===== config.mk =====
export PLATFORM = sky130hd
export DESIGN_NAME = deserializer_task_9
export DESIGN_NICKNAME = d
export VERILOG_FILES = /design/src/rtl/deserializer_task_9.sv
export SDC_FILE = /design/constraint.sdc
export NUM_CORES = 1
export LEC_CHECK = 0
export ABC_AREA = 1
export CORE_MARGIN = 2
export CORE_UTILIZATION = 45
export DETAILED_ROUTE_END_ITERATION = 10
export PLACE_DENSITY = 0.68
export SYNTH_ARGS = -nofsm -noshare
export SYNTH_HDL_FRONTEND = slang
export SYNTH_SLANG_ARGS = --single-unit

===== constraint.sdc =====
create_clock -name i_clk -period 5.98 [get_ports i_clk]
set_input_delay 1.196 -clock i_clk [delete_from_list [all_inputs] [get_ports i_clk]]
set_output_delay 1.196 -clock i_clk [all_outputs]
set_load 0.01 [all_outputs]

===== src/rtl/deserializer_task_9.sv =====
// Byte-to-word deserializer: packs four serial bytes into one word and
// buffers completed words in a 2-entry output FIFO, with burst-close draining.
module deserializer_task_9 #(
    parameter int DRAIN_CYC = 4
) (
    input  logic        i_clk,
    input  logic        i_rst_n,
    input  logic [7:0]  i_data,
    input  logic        i_valid,
    input  logic        i_busy,
    input  logic        i_ready,
    output logic [7:0]  o_data [4],
    output logic        o_valid,
    output logic        o_err_partial,
    output logic        o_overflow,
    output logic [15:0] o_word_cnt
);

    localparam logic [1:0] s_IDLE    = 2'd0;
    localparam logic [1:0] s_COLLECT = 2'd1;
    localparam logic [1:0] s_DRAIN   = 2'd2;

    localparam int TW = $clog2(DRAIN_CYC + 2);
    localparam logic [TW-1:0] TMR_LOAD = TW'(DRAIN_CYC);

    logic [1:0]    r_state;
    logic [TW-1:0] r_tmr;
    logic [1:0]    r_lane;
    logic [7:0]    r_byte [3];
    logic          r_err;

    logic [7:0]    r_mem [2][4];
    logic          r_rd;
    logic [1:0]    r_cnt;
    logic          r_ovf;
    logic [15:0]   r_wcnt;

    logic [7:0]    w_word [4];
    logic          w_push;
    logic          w_pop;
    logic          w_full;
    logic          w_wr;
    logic          w_push_ok;

    assign w_word[0] = r_byte[0];
    assign w_word[1] = r_byte[1];
    assign w_word[2] = r_byte[2];
    assign w_word[3] = i_data;

    assign w_push    = i_valid && (r_lane == 2'd3);
    assign w_pop     = o_valid && i_ready;
    assign w_full    = (r_cnt == 2'd2);
    assign w_wr      = r_rd ^ r_cnt[0];
    assign w_push_ok = w_push && (!w_full || w_pop);

    // Byte capture and burst framing
    always_ff @(posedge i_clk) begin
        if (!i_rst_n) begin
            r_state <= s_IDLE;
            r_tmr   <= '0;
            r_lane  <= 2'd0;
            r_err   <= 1'b0;
            for (int i = 0; i < 3; i++) r_byte[i] <= 8'h00;
        end else begin
            r_err <= 1'b0;
            if (i_valid) begin
                if (r_lane != 2'd3) r_byte[r_lane] <= i_data;
                r_lane <= r_lane + 2'd1;
            end
            unique case (r_state)
                s_IDLE: begin
                    if (i_busy || i_valid) r_state <= s_COLLECT;
                end
                s_COLLECT: begin
                    if (!i_busy) begin
                        r_state <= s_DRAIN;
                        r_tmr   <= TMR_LOAD;
                    end
                end
                s_DRAIN: begin
                    if (i_busy) begin
                        r_state <= s_COLLECT;
                    end else if (i_valid) begin
                        r_tmr <= TMR_LOAD;
                    end else if (r_tmr <= TW'(1)) begin
                        // timer hits zero: close burst, drop any partial word
                        r_state <= s_IDLE;
                        r_tmr   <= '0;
                        r_lane  <= 2'd0;
                        r_err   <= (r_lane != 2'd0);
                    end else begin
                        r_tmr <= r_tmr - TW'(1);
                    end
                end
                default: r_state <= s_IDLE;
            endcase
        end
    end

    // Output FIFO; a push into a full FIFO survives only if the head pops
    always_ff @(posedge i_clk) begin
        if (!i_rst_n) begin
            r_rd   <= 1'b0;
            r_cnt  <= 2'd0;
            r_ovf  <= 1'b0;
            r_wcnt <= 16'h0000;
            for (int e = 0; e < 2; e++)
                for (int i = 0; i < 4; i++) r_mem[e][i] <= 8'h00;
        end else begin
            if (w_pop) begin
                r_rd   <= ~r_rd;
                r_wcnt <= r_wcnt + 16'h0001;
            end
            if (w_push_ok) begin
                for (int i = 0; i < 4; i++) r_mem[w_wr][i] <= w_word[i];
            end else if (w_push) begin
                r_ovf <= 1'b1;
            end
            if (w_push_ok && !w_pop)      r_cnt <= r_cnt + 2'd1;
            else if (!w_push_ok && w_pop) r_cnt <= r_cnt - 2'd1;
        end
    end

    always_comb begin
        for (int i = 0; i < 4; i++) o_data[i] = r_mem[r_rd][i];
    end

    assign o_valid       = (r_cnt != 2'd0);
    assign o_err_partial = r_err;
    assign o_overflow    = r_ovf;
    assign o_word_cnt    = r_wcnt;

endmodule

==> metrics.md, run 1 <==
| Metric | Value |
|---|---|
| Status | completed |
| Largest family of logic cells by synthesized area | simple AND/OR/NAND/NOR gates |
| CTS H-tree lvls | 4 |
| Cell Chain, Critical Path | clkdlybuf4s50_1 -> inv_1 -> nor3_1 -> nand2_2 -> nand2_1 |
| WP data required | about 6100 ps |
| Arr. time, crit path | about 3800 ps |
| Adder-Cell Fraction of Synth Area | around 2.0% |
| Async SR Flop Fraction | 0% |
| Post-Synthesis Net Count | 490 |
| Hold Path Stages | 2 |
| Initial DRC count | 241 |
| Slew Viols, Final | 0 |
| EDFF count, synth | slightly below 90 |
| Top achievable clock speed | approximately 0.27 GHz |
| Post-CTS Setup Repair Bufs | 0 |
| Synth Warn # | 0 |
| Leak pwr | between 2 and 2.5 nW |
| TritonCTS buffer count | 17 |
| R2R Setup Slk | 3710 ps |
| Final WL | 9850 um |
| Worst reg2reg path startpoint | r_lane[0] |
| Worst Max-Slew Pin Slew | 892 ps |
| CTS Hold Bufs | 0 |
| CP Max Fanout | 24 |
| IO Port Bufs | 63 |
| Residual DRC count | 0 |
| Setup ws final | approximately 2200 ps |
| First-pass GRT wire length | approximately 16000 um |
| Pre-CTS setup slack | 1790 ps |
| Total power | 0.00216 W |
| XOR/XNOR share of the synthesized area | less than 1% |
| Detailed placement HPWL | ~6500 um |
| Share of layout cells above drive strength 1 | approximately 14% |
| Post-synth top flop | edfxtp_1 |
| Total track usage | 18.0% |
| Register area share after synthesis | between 60% and 70% |
| Worst setup SP type | input port |
| Setup violators final | 0 |
| Die width | 110 um |
| TritonCTS clock tree | built |
| Remaining antenna violation count | 0 |
| Layout net count | about 560 |
| I/O pins | 64 |
| RSZ-0062 raised after global routing | no |
| Antenna fix cells | 0 |
| Gr ovfl total | 0 |
| Initial antenna violation count | 0 |
| R2r worst-path depth | 6 |
| Placed insts | roughly 660 |
| Hold path startpoint | o_word_cnt[6] |
| Hold EP | o_word_cnt[6] |
| Area leader, netlist | edfxtp_1 |
| Worst Setup End Kind | register |
| Multiplexer share of the synthesized area | between 7 and 8% |
| Clock transition at the registers of the reported paths | approximately 60 ps |
| Clk_lat worst skew | 410 ps |
| IR drop worst, VDD | 0.184 mV |
| Synth area leaders | edfxtp_1 52%, dfxtp_1 11%, nor2_1 6.6%, mux2_2 6.4%, inv_1 4.3% |
| Setup TNS | 0 ps |
| Post-synthesis cell area | 0.00508 mm^2 |
| PwrDens | about 340 mW/mm^2 |
| Placement Rows | 38 |
| Largest net degree at the start of global routing | between 40 and 50 |
| Number of global-route vias before repair | 3351 |
| Layout Cells excl Fill | roughly 700 |
| Top-area cell type share of the netlist area | roughly half |
| Initial core utilization | a little under half |
| CTS sink cnt | 117 |
| Most common cell in the netlist | nor2_1 |
| Average vias per placed instance | 4.99 |
| Syn avg cell area | 10.8 um^2 |
| WS Path Type | in2reg |
| Die height | around 110 um |
| Simple-gate area share of the yosys netlist | between 10% and 20% |
| Reg2reg end | r_mem[0][28] |
| Slew margin rel. | between 40 and 50% |
| Routed via count | roughly 3500 |
| Post-synthesis compound-gate area fraction | 4.04% |
| Final RePlAce weighted congestion | slightly above 0.8 |
| Syn Inst Count | 469 |
| Buf/Inv on CP | 2 |
| Post-CTS Resized | 0 |
| Post-synth top cells | 90 x nor2_1, 88 x edfxtp_1, 58 x inv_1, 48 x nand2_1 |
| Total die area | ~0.012 mm^2 |
| CP peak stage delay | 1050 ps |
| Netlist cell types | 28 |
| Clock root cell | clkbuf_16 |
| Core Region | 0.0109 mm^2 |
| Layout area overhead | 26.0% |
| First-pass DRT Iterations | 5 |
| Filler cells | 938 |
| Hold Path Class | reg2reg |
| Hold Slack | approximately 490 ps |
| Delay-heaviest family, CP | buffers and inverters |
| Wire per inst | around 14 um |
| CTS Buffer Depth | 2 |
| Max cap viols | 0 |
| Crit-path slowest cell | clkdlybuf4s50_1 |
| Hold Vio Cnt, Final | 0 |
| Final clock skew | between 5 and 6 ps |
| Final period util | between 60% and 70% |
| #FFs+latches synth | about 120 |
| Fin crit period | 3750 ps |
-- metal layers --
metal  track usage (%)  up-vias  wire [um]
li1                  -     1712          -
met1              22.9     1649       4430
met2              28.9       83       4900
met3              4.82       13        375
met4              7.86        0        144
met5                 0        -          0
-- cells by family (layout without fill, tap and decap cells) --
| kind of cell | after synthesis | after routing |
|---|---|---|
| simple gates | 194 | 194 |
| flops | 117 | 117 |
| buf+inv | 76 | 160 |
| xor+xnor | 4 | 4 |
| mux | 32 | 32 |
| fa+ha+maj | 8 | 8 |
| compound gates | 38 | 38 |
-- flip-flops by register name (all words and copies together) (netlist names), named ones only --
| register | count |
|---|---|
| r_state | 2 |
| r_byte | 24 |
| r_lane | 2 |
| o_word_cnt | 16 |
| o_overflow | 1 |
| r_rd | 1 |
| r_tmr | 3 |
| o_err_partial | 1 |
| r_mem | 64 |
| r_cnt | 2 |
-- how the worst max path moves through the flow --
stage            start            to  slack (ps)  cells past startpoint
3_3_place_gp   i_rst_n  r_byte[0][4]        1920                      5
5_1_grt        i_rst_n  r_byte[1][0]        1990                      5
4_1_cts        i_rst_n  r_byte[0][7]        2230                      5
6_report       i_rst_n  r_byte[2][4]        2230                      5
2_1_floorplan  i_valid   r_mem[0][0]        1690                      5
3_5_place_dp   i_rst_n  r_byte[0][4]        1790                      5
-- cells in the final DEF (no fill, tap or decap) --
master,n
nand3b_1,2
buf_4,5
clkbuf_16,17
mux2_1,3
inv_1,58
nand2_2,4
clkinv_4,3
ha_1,8
bufinv_16,1
clkdlybuf4s50_1,63
nand2_1,48
clkinv_2,2
dfxtp_1,29
nor4_1,2
o211ai_1,1
nand4_1,1
clkinvlp_4,8
mux2_2,29
o21a_1,3
inv_6,1
edfxtp_1,88
nor2_2,1
nand3_2,1
nor3_1,28
o21ai_0,13
nor2_4,3
o21bai_1,2
nor2_1,90
nand3_1,14
o21ai_2,2
a21oi_1,17
xor2_2,1
xor2_1,3
inv_2,2
-- where the power goes --
part           switching [W]  internal (W)
logic               0.000155      0.000123
clock network       0.000371      0.000570
registers          0.0000282      0.000912
-- area by class of cell --
class / count / area [um^2] / area share (%)
Clock buffer: 17 / 425 / 6.64
Clock inverter: 15 / 135 / 2.11
Inverter: 60 / 225 / 3.52
Multi-Input combinational cell: 276 / 1550 / 24.2
Sequential cell: 117 / 3220 / 50.3
Tap cell: 140 / 175 / 2.73
Timing Repair Buffer: 68 / 668 / 10.4
-- per-stage QoR --
step,instance area (um^2),util [%]
2_1_floorplan,5080,-
3_3_place_gp,5840,53.4
3_5_place_dp,5840,53.4
4_1_cts,6400,58.6
5_1_grt,6400,58.6
6_report,6400,58.6
-- worst register-to-register path, stage by stage, from the launching register on --
cell	delay, ps
dfxtp_1	400
ha_1	200
nand2_1	80
inv_1	80
nand2_2	120
o21ai_2	620
buf_4	420
Note: power is estimated with default switching activity, not from simulation.
==> run 2, diff against run 1 <==
--- a/config.mk
+++ b/config.mk
@@ -9,7 +9,7 @@
 export CORE_MARGIN = 2
 export CORE_UTILIZATION = 45
 export DETAILED_ROUTE_END_ITERATION = 10
-export PLACE_DENSITY = 0.68
+export PLACE_DENSITY = 0.71
 export SYNTH_ARGS = -nofsm -noshare
 export SYNTH_HDL_FRONTEND = slang
 export SYNTH_SLANG_ARGS = --single-unit
==> constraint.sdc (replaced) <==
create_clock -name i_clk -period 3.2 [get_ports i_clk]
set_input_delay 0.64 -clock i_clk [delete_from_list [all_inputs] [get_ports i_clk]]
set_output_delay 0.64 -clock i_clk [all_outputs]
set_load 0.01 [all_outputs]
==> run 2 against run 1 <==
  * Hold slack worse by 10 ps
  * Die area unchanged
  * Count of clock-buffer cells in the layout rose by 2
  * First-iteration DRC count fell by 2.5%
  * Register-to-register slack worse by 2500 ps
  * Routed wire length fell by 3.0%
  * Final cell count grew 0.29%
  * Clock skew is 4.4 ps higher
  * Design area increased by 0.63%
  * Core utilization increased by 0.37 points
  * Global-route usage is 0.94 points lower
==> metrics.md, run 2 (synthesized netlist as in run 1, its figures left out) <==
| Metric | Value |
|---|---|
| Max FFs per register | 64 |
| Final WL | approximately 9600 um |
| Area after DPL | 0.00588 mm^2 |
| Clock transition at the registers of the reported paths | ~50 ps |
| Hold Path Class | reg2reg |
| Top achievable clock speed | around 0.38 GHz |
| Hold Path Stages | 2 |
| Arr. time, crit path | about 2000 ps |
| Clock root cell | clkbuf_16 |
| Routed via count | about 3400 |
| Post-CTS Setup Repair Bufs | 0 |
| CTS Hold Bufs | 0 |
| Crit-path slowest cell | clkdlybuf4s50_1 |
| Worst Setup End Kind | output port |
| Share of layout cells above drive strength 1 | roughly 14% |
| CTS Buffer Depth | 2 |
| Initial antenna violation count | 0 |
| Die height | 110 um |
| Initial core utilization | around 46% |
| Final clock skew | ~9.5 ps |
| Post-CTS Resized | 0 |
| Layout net count | about 560 |
| Final RePlAce weighted congestion | approximately 0.77 |
| PwrDens | 631 mW/mm^2 |
| R2r worst-path depth | 4 |
| Commonest non-fill, non-tap cell in the layout | nor2_1 |
| Number of global-route vias before repair | roughly 3300 |
| Layout Cells excl Fill | 695 |
| Delay-heaviest family, CP | buffers and inverters |
| Setup violators final | 0 |
| Largest net degree at the start of global routing | 34 |
| WS Path Type | reg2out |
| CTS sink cnt | around 120 |
| Setup ws final | approximately 560 ps |
| Slew Viols, Final | 0 |
| Worst setup SP type | register |
| Residual DRC count | 0 |
| RSZ-0062 raised after global routing | no |
| Worst Max-Slew Pin Slew | between 500 and 600 ps |
| Hold Vio Cnt, Final | 0 |
| CP Max Fanout | 32 |
| Setup TNS | 0 ps |
| TritonCTS buffer count | 17 |
| Initial DRC count | 235 |
| Hold EP | o_overflow |
| Core Region | 0.0109 mm^2 |
| I/O pins | 64 |
| Hold path startpoint | o_overflow |
| IR drop worst, VDD | 0.348 mV |
| Wire per inst | between 10 and 15 um |
| Placed insts | 664 |
| Fin crit period | 2640 ps |
| Total track usage | 17.0% |
| Max cap viols | 0 |
| IO Port Bufs | 63 |
| Die width | 110 um |
| Leak pwr | around 2.5 nW |
| CTS H-tree lvls | 4 |
| WP data required | between 2000 and 3000 ps |
| Worst reg2reg path startpoint | r_lane[0] |
| Total die area | about 0.012 mm^2 |
| Status | completed |
| Reg2reg end | r_byte[2][3] |
| TritonCTS clock tree | built |
| Post-route design area | ~0.0064 mm^2 |
| CP peak stage delay | 510 ps |
| Clk_lat worst skew | 410 ps |
| Gr ovfl total | 0 |
| Slew margin rel. | 59.9% |
| Final period util | between 80% and 90% |
| First-pass DRT Iterations | 4 |
| Buf/Inv on CP | 2 |
| Layout area overhead | 26.8% |
| Remaining antenna violation count | 0 |
| Hold Slack | roughly 480 ps |
| Pre-CTS setup slack | roughly 430 ps |
| Cell Chain, Critical Path | buf_4 -> mux2_2 -> clkdlybuf4s50_1 |
| Most frequent cells in the layout | 90 x nor2_1, 88 x edfxtp_1, 63 x clkdlybuf4s50_1, 58 x inv_1, 48 x nand2_1 |
| Detailed placement HPWL | 6150 um |
| Average vias per placed instance | 4.86 |
| Antenna fix cells | 0 |
| Biggest register | r_mem |
| First-pass GRT wire length | about 16000 um |
| R2R Setup Slk | between 1000 and 1500 ps |
| Placement Rows | 38 |
run 2: area by class of cell:
| cell class | instances | area [um^2] |
|---|---|---|
| Multi-Input combinational cell | 276 | 1550 |
| Sequential cell | 117 | 3220 |
| Clock inverter | 12 | 133 |
| Clock buffer | 19 | 433 |
| Fill cell | 902 | 4490 |
| Timing Repair Buffer | 71 | 703 |
| Inverter | 60 | 225 |
| Tap cell | 140 | 175 |
run 2: through the flow:
step | utilization [%] | total power (W)
after global routing | 58.9 | 0.00422
after global placement | 53.8 | 0.00230
after floorplan | - | 0.00208
after CTS | 58.9 | 0.00409
final | 58.9 | 0.00407
after detailed placement | 53.8 | 0.00231
run 2: tightest hold or removal path, cell delays in order (launching register included):
cell,delay [ps]
dfxtp_1,320
nor2_1,50
nor2_1,70
run 2: worst max-delay path by stage:
stage	to	slack, ps	cells after the start
final	o_data[0]	560	3
after floorplan	r_mem[1][0]	40	5
after CTS	o_data[0]	530	3
after global routing	o_data[0]	480	3
after detailed placement	r_byte[1][1]	430	5
after global placement	r_byte[1][7]	540	5
run 2: routing by layer:
layer / vias up / part of all wire [%] / global-route usage (%)
met1: 1587 / 46 / 21.4
met3: 4 / 3.9 / 5.35
met4: 0 / 0.61 / 7.14
met2: 65 / 49 / 27.3
li1: 1720 / - / -
met5: - / 0 / 0
run 2: power by group:
| group | internal, W | switching (W) | leakage [nW] |
|---|---|---|---|
| Sequential | 0.00170 | 0.0000368 | 1.15 |
| Clock | 0.00114 | 0.000653 | 0.257 |
| Combinational | 0.000232 | 0.000302 | 1.07 |
==> run 3, diff against run 2 <==
==> constraint.sdc (replaced) <==
create_clock -name i_clk -period 2.23 [get_ports i_clk]
set_input_delay 0.446 -clock i_clk [delete_from_list [all_inputs] [get_ports i_clk]]
set_output_delay 0.446 -clock i_clk [all_outputs]
set_load 0.01 [all_outputs]
==> run 3 against run 2 <==
  * Hold slack gained 17 ps
  * Design area grew 0.68%
  * Core utilization grew 0.40 points
  * Global-route usage grew 1.2 points
  * Non-clock buffer count grew 6
  * Critical endpoint unchanged
  * Sequential share of layout area shrank 0.34 points
  * Power grew 43%
  * Combinational power grew 41%
  * Register-to-register slack lost 760 ps
  * Clock power grew 44%
==> metrics.md, run 3 (synthesized netlist as in run 1, its figures left out) <==
| Metric | Value |
|---|---|
| Antenna fix cells | 0 |
| Die height | between 100 and 150 um |
| Detailed placement HPWL | between 6000 and 7000 um |
| Average vias per placed instance | just under 5 |
| Routed via count | ~3500 |
| Hold EP | o_word_cnt[12] |
| First-pass GRT wire length | approximately 16000 um |
| Max cap viols | 0 |
| TritonCTS buffer count | 17 |
| Setup TNS | 0 ps |
| Reg2reg end | r_cnt[1] |
| Post-CTS Setup Repair Bufs | 0 |
| Clock root cell | clkbuf_16 |
| Share of layout cells above drive strength 1 | 15.5% |
| Hold Path Stages | 2 |
| Status | completed |
| Total track usage | a little under a fifth |
| Worst setup SP type | register |
| First-pass DRT Iterations | 4 |
| Arr. time, crit path | 1670 ps |
| Remaining antenna violation count | 0 |
| Worst Setup End Kind | output port |
| Core Region | 0.0109 mm^2 |
| CP Max Fanout | 32 |
| Largest net degree at the start of global routing | around 50 |
| Layout area overhead | 27.7% |
| Final RePlAce weighted congestion | between 0.7 and 0.8 |
| Layout net count | between 500 and 600 |
| Max FFs per register | 64 |
| Area after DPL | about 0.006 mm^2 |
| Number of global-route vias before repair | approximately 3400 |
| Top achievable clock speed | between 0.4 and 0.5 GHz |
| I/O pins | between 60 and 70 |
| Clk_lat worst skew | between 400 and 500 ps |
| CTS Hold Bufs | 0 |
| Total die area | around 0.012 mm^2 |
| CTS Buffer Depth | 2 |
| Hold path startpoint | o_word_cnt[12] |
| Post-route design area | 0.00649 mm^2 |
| Pre-CTS setup slack | around 13 ps |
| R2R Setup Slk | between 400 and 500 ps |
| Final period util | a little over nine tenths |
| TritonCTS clock tree | built |
| Worst Max-Slew Pin Slew | ~390 ps |
| IR drop worst, VDD | ~0.43 mV |
| Initial antenna violation count | 0 |
| IO Port Bufs | 63 |
| Placement Rows | 38 |
| Die width | between 100 and 150 um |
| Hold Vio Cnt, Final | 0 |
| Wire per inst | approximately 14 um |
| CTS sink cnt | ~120 |
| Initial core utilization | around 46% |
| WS Path Type | reg2out |
| Filler cells | 920 |
| Biggest register | r_mem |
| Placed insts | 670 |
| Leak pwr | 2.61 nW |
| Setup ws final | about 120 ps |
| Layout Cells excl Fill | 702 |
| Residual DRC count | 0 |
| R2r worst-path depth | 10 |
| Final clock skew | roughly 8.7 ps |
| Hold Path Class | reg2reg |
| Slew Viols, Final | 0 |
| Final WL | ~10000 um |
| Fin crit period | roughly 2100 ps |
| Clock transition at the registers of the reported paths | 50 ps |
| Most frequent cells in the layout | 90 x nor2_1, 88 x edfxtp_1, 58 x inv_1, 48 x nand2_1, 32 x dlygate4sd2_1 |
| RSZ-0062 raised after global routing | no |
| Final core occ | between 50% and 60% |
| CTS H-tree lvls | 4 |
| PwrDens | ~900 mW/mm^2 |
| Worst reg2reg path startpoint | r_lane[0] |
| Gr ovfl total | 0 |
| Setup violators final | 0 |
| Commonest non-fill, non-tap cell in the layout | nor2_1 |
| Slew margin rel. | about three quarters |
| Initial DRC count | roughly 230 |
| WP data required | between 1500 and 2000 ps |
[run 3: changes by cell type in the layout (fill, tap and decap cells not counted), sizes merged, moves of 3 or more]
cell / change
clkinvlp: -3
dlygate4sd2: +32
clkdlybuf4s50: -32
buf: +6
clkinv: +6
[run 3: worst max-delay path, stage by stage, from the launching register on]
cell and delay [ps]:
dfxtp_1 350, buf_12 200, mux2_2 360, dlygate4sd2_1 300
[run 3: power by group]
part	leakage, nW	switching, W	internal [W]
sequential	1.15	0.0000530	0.00245
clock	0.273	0.000954	0.00163
combinational	1.19	0.000439	0.000310
[run 3: worst max path at each step]
stage | from | end | slack (ps)
after floorplan | i_valid | r_mem[0][0] | 160
after global placement | i_ready | r_cnt[1] | 100
after detailed placement | i_ready | r_cnt[1] | 10
after CTS | register | o_data[18] | 100
after global routing | register | o_data[18] | 60
final | register | o_data[0] | 120
[run 3: repair_timing]
item / 4_1_cts / 5_1_grt
setup endpoints to repair: 32 / 0
endpoints found under the hold margin: 0 / 0
gates resized for setup: 32 / 0
[run 3: metal layers]
layer	global-route usage [%]	up-vias	wire (um)
met3	6.17	9	493
li1	-	1729	-
met1	21.9	1648	4420
met4	6.88	0	96
met5	0	-	0
met2	30.4	75	5000
[run 3: final cells by class]
class | count | area [um^2] | share of cell area, %
clock buffer | 18 | 429 | 6.61
timing repair buffer | 77 | 746 | 11.5
clock inverter | 14 | 138 | 2.12
inverter | 60 | 225 | 3.47
sequential | 117 | 3220 | 49.7
tap | 140 | 175 | 2.70
multi-input combinational | 276 | 1550 | 23.9
[run 3: through the flow]
step,hold slack (ps),power (W)
after floorplan,454,0.00299
after CTS,494,0.00589
after detailed placement,472,0.00335
after global routing,505,0.00606
after global placement,459,0.00334
final,492,0.00583
